<file path="src/rtl/tx_count_control.sv">
// Transmit sequencer: streams count_w bytes from the result memory to the UART TX core.
// Optional inter-byte idle gap is compiled in when TX_GAP_EN is defined.
module tx_count_control #(
   parameter int DW         = 8,
   parameter int AW         = 4,
   parameter int GAP_CYCLES = 16
) (
   input  logic          CLOCK_50,
   input  logic          rst,
   input  logic          SW,
   input  logic [AW:0]   count_w,
   output logic [AW-1:0] rd_addr,
   input  logic [DW-1:0] rd_data,
   output logic          w_TX_DV,
   output logic [DW-1:0] w_TX_Byte,
   input  logic          w_TX_Active,
   input  logic          w_TX_Done,
   output logic          busy,
   output logic [AW:0]   count_r,
   output logic          done
);

   typedef enum logic [2:0] {
      S_IDLE,
      S_FETCH,
      S_LOAD,
      S_WAIT,
`ifdef TX_GAP_EN
      S_GAP,
`endif
      S_DONE
   } state_t;

   state_t        state_q, state_d;
   logic          sw_prev_q;
   logic [AW:0]   len_q, len_d;
   logic [AW:0]   count_q, count_d;
   logic [AW-1:0] addr_q, addr_d;
   logic [DW-1:0] byte_q, byte_d;
   logic          dv_q, dv_d;
   logic          loaded_q, loaded_d;
   logic          start;
   logic [AW:0]   count_inc;
   logic          last_byte;

`ifdef TX_GAP_EN
   localparam int GW = (GAP_CYCLES > 0) ? $clog2(GAP_CYCLES + 1) : 1;
   logic [GW-1:0] gap_cnt_q, gap_cnt_d;
   logic          gap_end;
   assign gap_end = (gap_cnt_q == GW'(GAP_CYCLES - 1));
`endif

   if (GAP_CYCLES < 0) begin : g_gap_chk
      $error("GAP_CYCLES must be non-negative");
   end

   assign start     = SW & ~sw_prev_q;
   assign count_inc = count_q + 1'b1;
   assign last_byte = (count_inc == len_q);

   always_ff @(posedge CLOCK_50) begin
      if (rst) state_q <= S_IDLE;
      else     state_q <= state_d;
   end

   always_comb begin
      state_d = state_q;
      case (state_q)
         S_IDLE:  if (start) state_d = (count_w == '0) ? S_DONE : S_FETCH;
         S_FETCH: state_d = S_LOAD;
         S_LOAD:  if (!w_TX_Active) state_d = S_WAIT;
         S_WAIT: begin
            if (w_TX_Done) begin
               if (last_byte)             state_d = S_DONE;
`ifdef TX_GAP_EN
               else if (GAP_CYCLES == 0)  state_d = S_FETCH;
               else                       state_d = S_GAP;
`else
               else                       state_d = S_FETCH;
`endif
            end
         end
`ifdef TX_GAP_EN
         S_GAP:   if (gap_end) state_d = S_FETCH;
`endif
         S_DONE:  state_d = S_IDLE;
         default: state_d = S_IDLE;
      endcase
   end

   // The byte is captured on the first LOAD cycle only, so a stall cannot pick up later read data.
   always_comb begin
      len_d    = len_q;
      count_d  = count_q;
      addr_d   = addr_q;
      byte_d   = byte_q;
      dv_d     = 1'b0;
      loaded_d = loaded_q;
      case (state_q)
         S_IDLE: begin
            if (start) begin
               len_d   = count_w;
               count_d = '0;
               addr_d  = '0;
            end
         end
         S_FETCH: loaded_d = 1'b0;
         S_LOAD: begin
            if (!loaded_q) begin
               byte_d   = rd_data;
               loaded_d = 1'b1;
            end
            if (!w_TX_Active) dv_d = 1'b1;
         end
         S_WAIT: begin
            if (w_TX_Done) begin
               count_d = count_inc;
               if (!last_byte) addr_d = addr_q + 1'b1;
            end
         end
         default: ;
      endcase
   end

`ifdef TX_GAP_EN
   always_comb begin
      gap_cnt_d = '0;
      if (state_q == S_GAP) gap_cnt_d = gap_cnt_q + 1'b1;
   end
`endif

   always_ff @(posedge CLOCK_50) begin
      if (rst) begin
         sw_prev_q <= 1'b0;
         len_q     <= '0;
         count_q   <= '0;
         addr_q    <= '0;
         byte_q    <= '0;
         dv_q      <= 1'b0;
         loaded_q  <= 1'b0;
`ifdef TX_GAP_EN
         gap_cnt_q <= '0;
`endif
      end else begin
         sw_prev_q <= SW;
         len_q     <= len_d;
         count_q   <= count_d;
         addr_q    <= addr_d;
         byte_q    <= byte_d;
         dv_q      <= dv_d;
         loaded_q  <= loaded_d;
`ifdef TX_GAP_EN
         gap_cnt_q <= gap_cnt_d;
`endif
      end
   end

   always_comb begin
      busy      = (state_q != S_IDLE);
      done      = (state_q == S_DONE);
      rd_addr   = addr_q;
      w_TX_Byte = byte_q;
      w_TX_DV   = dv_q;
      count_r   = count_q;
   end

endmodule

</file>
<file path="config.mk">
export PLATFORM = sky130hd
export DESIGN_NAME = tx_count_control
export DESIGN_NICKNAME = d
export VERILOG_FILES = /design/src/rtl/tx_count_control.sv
export SDC_FILE = /design/constraint.sdc
export NUM_CORES = 1
export LEC_CHECK = 0
export CORE_AREA = 2 2 60 62
export DETAILED_ROUTE_END_ITERATION = 10
export DIE_AREA = 0 0 62 64
export PLACE_DENSITY = 0.82
export SLEW_MARGIN = 10
export SYNTH_ARGS = -nofsm -noshare
export SYNTH_HDL_FRONTEND = slang
export SYNTH_SLANG_ARGS = --single-unit
export TNS_END_PERCENT = 50
</file>
<file path="constraint.sdc">
create_clock -name CLOCK_50 -period 1.6 [get_ports CLOCK_50]
set_input_delay 0.24 -clock CLOCK_50 [delete_from_list [all_inputs] [get_ports CLOCK_50]]
set_output_delay 0.24 -clock CLOCK_50 [all_outputs]
set_load 0.01 [all_outputs]
</file>
**After elaboration in Yosys (flattened, before gate mapping)**

Index checks and enable logic that the tools add are counted.

- Memory bits (read-only): 0
- RAM bits: 0
- Input port bits: 18
- Logic and storage cells: 49
- Register bits after elaboration: 28
- Memories: 0
- Latch bits: 0
- Output and inout port bits: 20

- Add/sub/neg operators: 2
- Div/mod/pow operators: 0
- Muxes and demuxes: 15
- Reductions and logical operators: 11
- Order comparisons: 0
- Eq/ne operators: 9
- Multipliers: 0
- Shift operators: 0
- Bitwise gates (word level): 4

Operator list:

| cell | count |
|---|---|
| two-way mux 3 bit | 5 |
| two-way mux 4 bit | 3 |
| one-hot mux 3 bit (4 select lines) | 1 |
| two-way mux 5 bit | 2 |
| one-hot mux 5 bit (2 select lines) | 1 |
| inequality test 2 bit, second input constant | 4 |
| one-hot mux 4 bit (2 select lines) | 1 |
| equality test 3 x 2 -> 1 bit, second input constant | 2 |
| AND reduction 3 bit | 2 |
| adder 5 x 1 -> 5 bit, second input constant | 1 |
| equality test 5 bit | 1 |
| logical NOT 5 bit | 1 |
| adder 4 x 1 -> 4 bit, second input constant | 1 |
| AND reduction 2 bit | 2 |
| AND reduction 4 bit | 1 |
| nonzero test 2 bit | 2 |
| equality test 3 x 1 -> 1 bit, second input constant | 1 |
| equality test 3 bit, second input constant | 1 |
| logical NOT 3 bit | 1 |
| NOT 1 bit | 3 |
| nonzero test 3 bit | 1 |
| one-hot mux 1 bit (2 select lines) | 1 |
| OR reduction 2 bit | 1 |
| AND 1 bit | 1 |
| two-way mux 1 bit | 1 |

**Logic depth before layout (Yosys ltp)**

Gate-level depths: netlist of the first run.

- Depth after elaboration: 5
- Mapped depth: 7

**Worst setup path after synthesis of the first run**

No wires, ideal clock.

- Path type: flip-flop to flip-flop
- From: reg count_q[0] (netlist: count_r[0])
- To: reg addr_q[3] (netlist: rd_addr[3])
- Data arrival time: 1.541 ns
- Data required time: 1.466 ns
- Library setup time: 0.134 ns
- Cell stages (with the launch flop): 7
- Setup slack: -0.075 ns
- Cell sequence: dfxtp_1 -> ha_1 -> o21ba_2 -> a22oi_1 -> o2111a_1 -> a2bb2oi_1 -> a211oi_1

- Word-level cells in the longest chain between the ends: 4

Ends and longest elaborated chain:

| element | RTL line | text |
|---|---|---|
| start, declared | 37 | `logic [AW:0] count_q, count_d;` |
| start signal, assigned | 147 | `count_q <= count_d;` |
| adder 5 x 1 -> 5 bit | 58 | `assign count_inc = count_q + 1'b1;` |
| equality test 5 bit | 59 | `assign last_byte = (count_inc == len_q);` |
| inequality test 2 bit (no source line) | n/a |  |
| AND reduction 4 bit (no source line) | n/a |  |
| end signal, assigned | 148 | `addr_q <= addr_d;` |
| end, declared | 38 | `logic [AW-1:0] addr_q, addr_d;` |

Every way passes these cells.
A chain may end at the register's enable or synchronous reset.

**Worst setup path after layout of the first run**

- From: reg count_q[1] (netlist: count_r[1])
- To: reg addr_q[3] (netlist: rd_addr[3])

Same word-level chain as after synthesis.

==> metrics, run 1 <==
total CTS buffers=3; CP Data Required Time=1840 ps; pin count of the biggest net entering global routing=16; fmax=0.637 GHz; Final Setup Violations=0; status=completed; # diodes=0; Seq/Total Area, Yosys=41.8%; Fillers=286; Max Slew Vio Count=0; P_leak=0.000728 uW; Worst Hold Class=in2reg; Final Util=58.0%; PortBufs=37; first-pass GRT wire length=5260 um; clock network fraction of design power=22.6%; Mean Syn Cell Area=8.14 um2; switching part of the total power=29.5%; final worst path period need=1570 ps; Final ANT Viol Nets=0; critical-path maximum fanout=6; clock buffer depth=2; DRC violations left=0; vias in the first global route=1242; initial antenna violation count=0; GR Overflow Total=0; Synth Register Bits=28; H-tree levels=1; clock slew at reported path FFs=150 ps; placed cells=250; cell taking the most area after synthesis=dfxtp_1; Die W=62 um; max_slew headroom=77.5%; CORE AREA=0.00328 mm2; Layout area overhead=41.8%; post-synth top area share=41.8%; Skew-Pair Late Insertion Delay=330 ps; predominant post-synthesis flop cell=dfxtp_1; yosys warns=0; Final Non-Filler Cells=254; Fin Setup TNS=0 ps; Final Hold Fails=0; most frequent cells in the layout=32 x nand2_1, 32 x clkdlybuf4s50_1, 20 x dfxtp_1, 19 x a21oi_1, 12 x buf_4; # hold bufs at CTS=0; P per Cell Area=807 mW/mm2; NetSw=454 uW; cell row count=21; Routability Congestion=0.842; cell-internal power=1080 uW; Register-to-Register Path Depth=6; RSZ-0062 raised after global routing=true; WS Path Type=reg2reg; DPL Wire Length=2290 um; Initial Utilization=40.9%; height of the die=64 um; ys async rst share=0%; vias post-DR=1284; Cell Area, Synth=0.00134 mm2; number of flops mapped to enable cells by yosys=0; Syn Inst Count=165; Die ar.=0.00397 mm2; nets@finish=229; Power Total=1540 uW; crit path DAT=1810 ps; initial DRC count=60; worst-margin pin slew=337 ps; clk sinks=28; CP startpoint kind=flip-flop; wire length per cell=12.1 um; Setup Buffers After CTS=0; Via density=5.06; VDD IR max=0.000769 V; aggregate global-route resource usage=16.9%; Final Cycle Share=98.1%; CP endpoint kind=flip-flop; Comb power frac=26.5%; total wire length=3070 um; Clk Tree Root Cell=clkbuf_4; worst hold stages=3; fraction of layout cells with a size suffix above 1=20.7%; syn nets=185; share of power burned in registers=50.8%; Synth cell types=38; CTS tree=yes; drt pass-1 iters=4; top post-synthesis cells by area=dfxtp_1 42%, nand2_1 8.9%, a21oi_1 7.1%, xnor2_1 3.9%, nor2_1 3.6%; clock skew=10.8 ps; I/O pins=38; max cap viols=0
final cells by class:
| type | count | area, um2 | share of cell area (%) |
|---|---|---|---|
| clock buffer | 4 | 36.3 | 1.91 |
| inverter | 2 | 7.51 | 0.394 |
| multi-input combinational | 125 | 772 | 40.5 |
| sequential | 28 | 573 | 30.1 |
| tap | 46 | 57.6 | 3.02 |
| timing repair buffer | 49 | 458 | 24.0 |
power by group through the flow:
stage | logic [uW] | registers [uW] | clock network [uW]
finish | 408 | 781 | 348
global route | 451 | 788 | 389
CTS | 406 | 782 | 366
detailed placement | 401 | 793 | 0
global placement | 398 | 792 | 0
floorplan | 249 | 793 | 0
sequential cells by signal (all words and copies together), names as in the netlist:
signal	cells
sw_prev_q	1
len_q	5
loaded_q	1
count_r	5
state_q	3
w_TX_DV	1
rd_addr	4
w_TX_Byte	8
critical path, stage by stage, from the launching register on:
cell and delay [ps]:
dfxtp_2 370, ha_4 180, o21ba_4 190, a22oi_2 220, o2111a_2 300, a2bb2oi_2 160
a211oi_2 50
worst paths after layout:
kind                                    from           end  slack (ps)
worst max-delay path              count_r[1]    rd_addr[3]          30
worst min-delay path              rd_data[3]  w_TX_Byte[3]         440
worst max register to register    count_r[1]    rd_addr[3]          30
worst min register to register  w_TX_Byte[6]  w_TX_Byte[6]         460
synthesized netlist by cell type, types with 2 or more instances:
| cell type | instances |
|---|---|
| buf_6 | 3 |
| xor2_1 | 3 |
| a21oi_1 | 19 |
| xnor2_1 | 6 |
| dfxtp_1 | 28 |
| nand3_1 | 5 |
| nand2b_1 | 3 |
| ha_1 | 2 |
| nand3b_1 | 2 |
| nor2b_1 | 2 |
| clkbuf_1 | 4 |
| nor3_1 | 8 |
| inv_1 | 2 |
| o21ai_0 | 8 |
| nor2_1 | 13 |
| nand2_1 | 32 |
| a22oi_1 | 3 |
| a211oi_1 | 2 |
kinds of logic (layout without fill, tap and decap cells):
logic type	after synthesis	count (layout)	synth area share, %
AO/OA/AOI/OAI	37	37	16.7
flip-flops	28	28	41.8
adder cells (fa/ha/maj)	2	2	1.86
XOR/XNOR	9	9	5.87
buffers and inverters	12	55	5.50
AND/OR/NAND/NOR	77	77	28.3
repair_timing:
item / CTS / global route
hold endpoints to repair: 0 / 0
pin swaps: 2 / 6
setup endpoints to repair: 9 / 13
resized for setup: 13 / 16
through the flow:
stage	instance area (um2)	worst slack (ps)	hold slack, ps
2_1_floorplan	1350	-16.6	318
3_3_place_gp	1800	-50.0	441
3_5_place_dp	1800	-73.9	451
4_1_cts	1850	-16.8	428
5_1_grt	1900	-60.7	446
6_report	1900	29.9	441
metal layers:
layer / part of all wire (%) / vias to the layer above / track usage (%)
li1: - / 657 / -
met1: 43 / 585 / 21.3
met2: 50 / 40 / 28.9
met3: 6.2 / 2 / 4.66
met4: 0.39 / 0 / 1.86
met5: 0 / - / 0
No activity file was read; power rests on OpenSTA's default activity.
==> run 2, diff against run 1 <==
--- a/config.mk
+++ b/config.mk
@@ -13,4 +13,4 @@
 export SYNTH_ARGS = -nofsm -noshare
 export SYNTH_HDL_FRONTEND = slang
 export SYNTH_SLANG_ARGS = --single-unit
-export TNS_END_PERCENT = 50
+export TNS_END_PERCENT = 30
==> run 2 against run 1 <==
Against the previous run: sequential share of layout area did not move; worst setup slack unchanged; via count hardly changed; critical path type unchanged; largest power group unchanged.
==> metrics, run 2 (same netlist as run 1, synthesis figures left out) <==
CP Data Required Time=1840 ps; clock slew at reported path FFs=150 ps; Final Setup Violations=0; area occupied by multi-input gates=772 um2; clock buffer depth=2; Fillers=286; final worst path period need=1570 ps; WS Path Type=reg2reg; number of flip-flops in the largest register=8; initial antenna violation count=0; cell row count=21; # diodes=0; crit path DAT=1810 ps; fmax=0.637 GHz; worst setup margin=29.9 ps; Skew-Pair Late Insertion Delay=330 ps; GR Overflow Total=0; CORE AREA=0.00328 mm2; placed cells=250; Final ANT Viol Nets=0; worst-margin pin slew=337 ps; aggregate global-route resource usage=16.9%; status=completed; Worst Hold Class=in2reg; Fin Setup TNS=0 ps; total CTS buffers=3; PortBufs=37; Crit-path slowest cell=dfxtp_2; pin count of the biggest net entering global routing=16; max_slew headroom=77.5%; most frequent cells in the layout=32 x nand2_1, 32 x clkdlybuf4s50_1, 20 x dfxtp_1, 19 x a21oi_1, 12 x buf_4; P_leak=0.000728 uW; H-tree levels=1; height of the die=64 um; Max Slew Vio Count=0; first-pass GRT wire length=5260 um; total wire length=3070 um; Initial Utilization=40.9%; clock skew=10.8 ps; fraction of layout cells with a size suffix above 1=20.7%; critical-path maximum fanout=6; CP endpoint kind=flip-flop; Die W=62 um; CP cell instances=ha_4 -> o21ba_4 -> a22oi_2 -> o2111a_2 -> a2bb2oi_2 -> a211oi_2; Final Non-Filler Cells=254; Setup Buffers After CTS=0; DRC violations left=0; Via density=5.06; VDD IR max=0.000770 V; DPL Wire Length=2290 um; Critical Path Max Stage Delay=370 ps; Final Hold Fails=0; RSZ-0062 raised after global routing=true; vias in the first global route=1242; vias post-DR=1285; CTS tree=yes; Power Total=1540 uW; Routability Congestion=0.842; CP startpoint kind=flip-flop; max cap viols=0; Final Cycle Share=98.1%; initial DRC count=60; FF/Latch Area=573 um2; I/O pins=38; post-place setup slack=-73.9 ps; Layout area overhead=41.8%; drt pass-1 iters=4; P per Cell Area=807 mW/mm2; Die ar.=0.00397 mm2; clk sinks=28; wire length per cell=12.1 um; nets@finish=229; Clk Tree Root Cell=clkbuf_4
-- run 2: final timing paths --
kind | start | end | slack (ps) | cells after the start
setup / recovery | count_r[1] | rd_addr[3] | 30 | 6
hold / removal | rd_data[3] | w_TX_Byte[3] | 440 | 3
setup reg to reg | count_r[1] | rd_addr[3] | 30 | 6
hold reg to reg | w_TX_Byte[6] | w_TX_Byte[6] | 460 | 2
-- run 2: cell type report --
cell class,count,area share [%]
multi-input cells,125,40.5
flip-flops and latches,28,30.1
well taps,46,3.02
clock buffers,4,1.91
inverters,2,0.394
repair buffers,49,24.0
-- run 2: power by group --
part / total [uW] / switching, uW / internal, uW / leakage (uW)
Sequential: 781 / 36.2 / 745 / 0.000232
Clock: 349 / 209 / 139 / 0.0000210
Combinational: 408 / 209 / 199 / 0.000475
Total: 1540 / 454 / 1080 / 0.000728
-- run 2: per-stage QoR --
step	util (%)	hold slack [ps]	area [um2]
after floorplan	-	318	1350
after global placement	54.8	441	1800
after detailed placement	54.8	451	1800
after CTS	56.2	428	1850
after global routing	58.0	446	1900
final	58.0	440	1900
-- run 2: timing repair --
item                                    CTS  global route
pin swaps                                 2             6
endpoints found under the setup margin    9            12
hold buffers                              0             0
gates resized for setup                  15            15
-- run 2: critical path: cells and delay by family (launching register included) --
family          cells  cell delay [ps]
compound gates      5              920
flops               1              370
fa+ha+maj           1              180
-- run 2: routing by layer --
layer | global-route usage [%] | share of wire, % | up-vias
met4 | 1.86 | 0.39 | 0
met1 | 21.3 | 43 | 586
li1 | - | - | 657
met2 | 28.9 | 50 | 40
met3 | 4.66 | 6.4 | 2
met5 | 0 | 0 | -
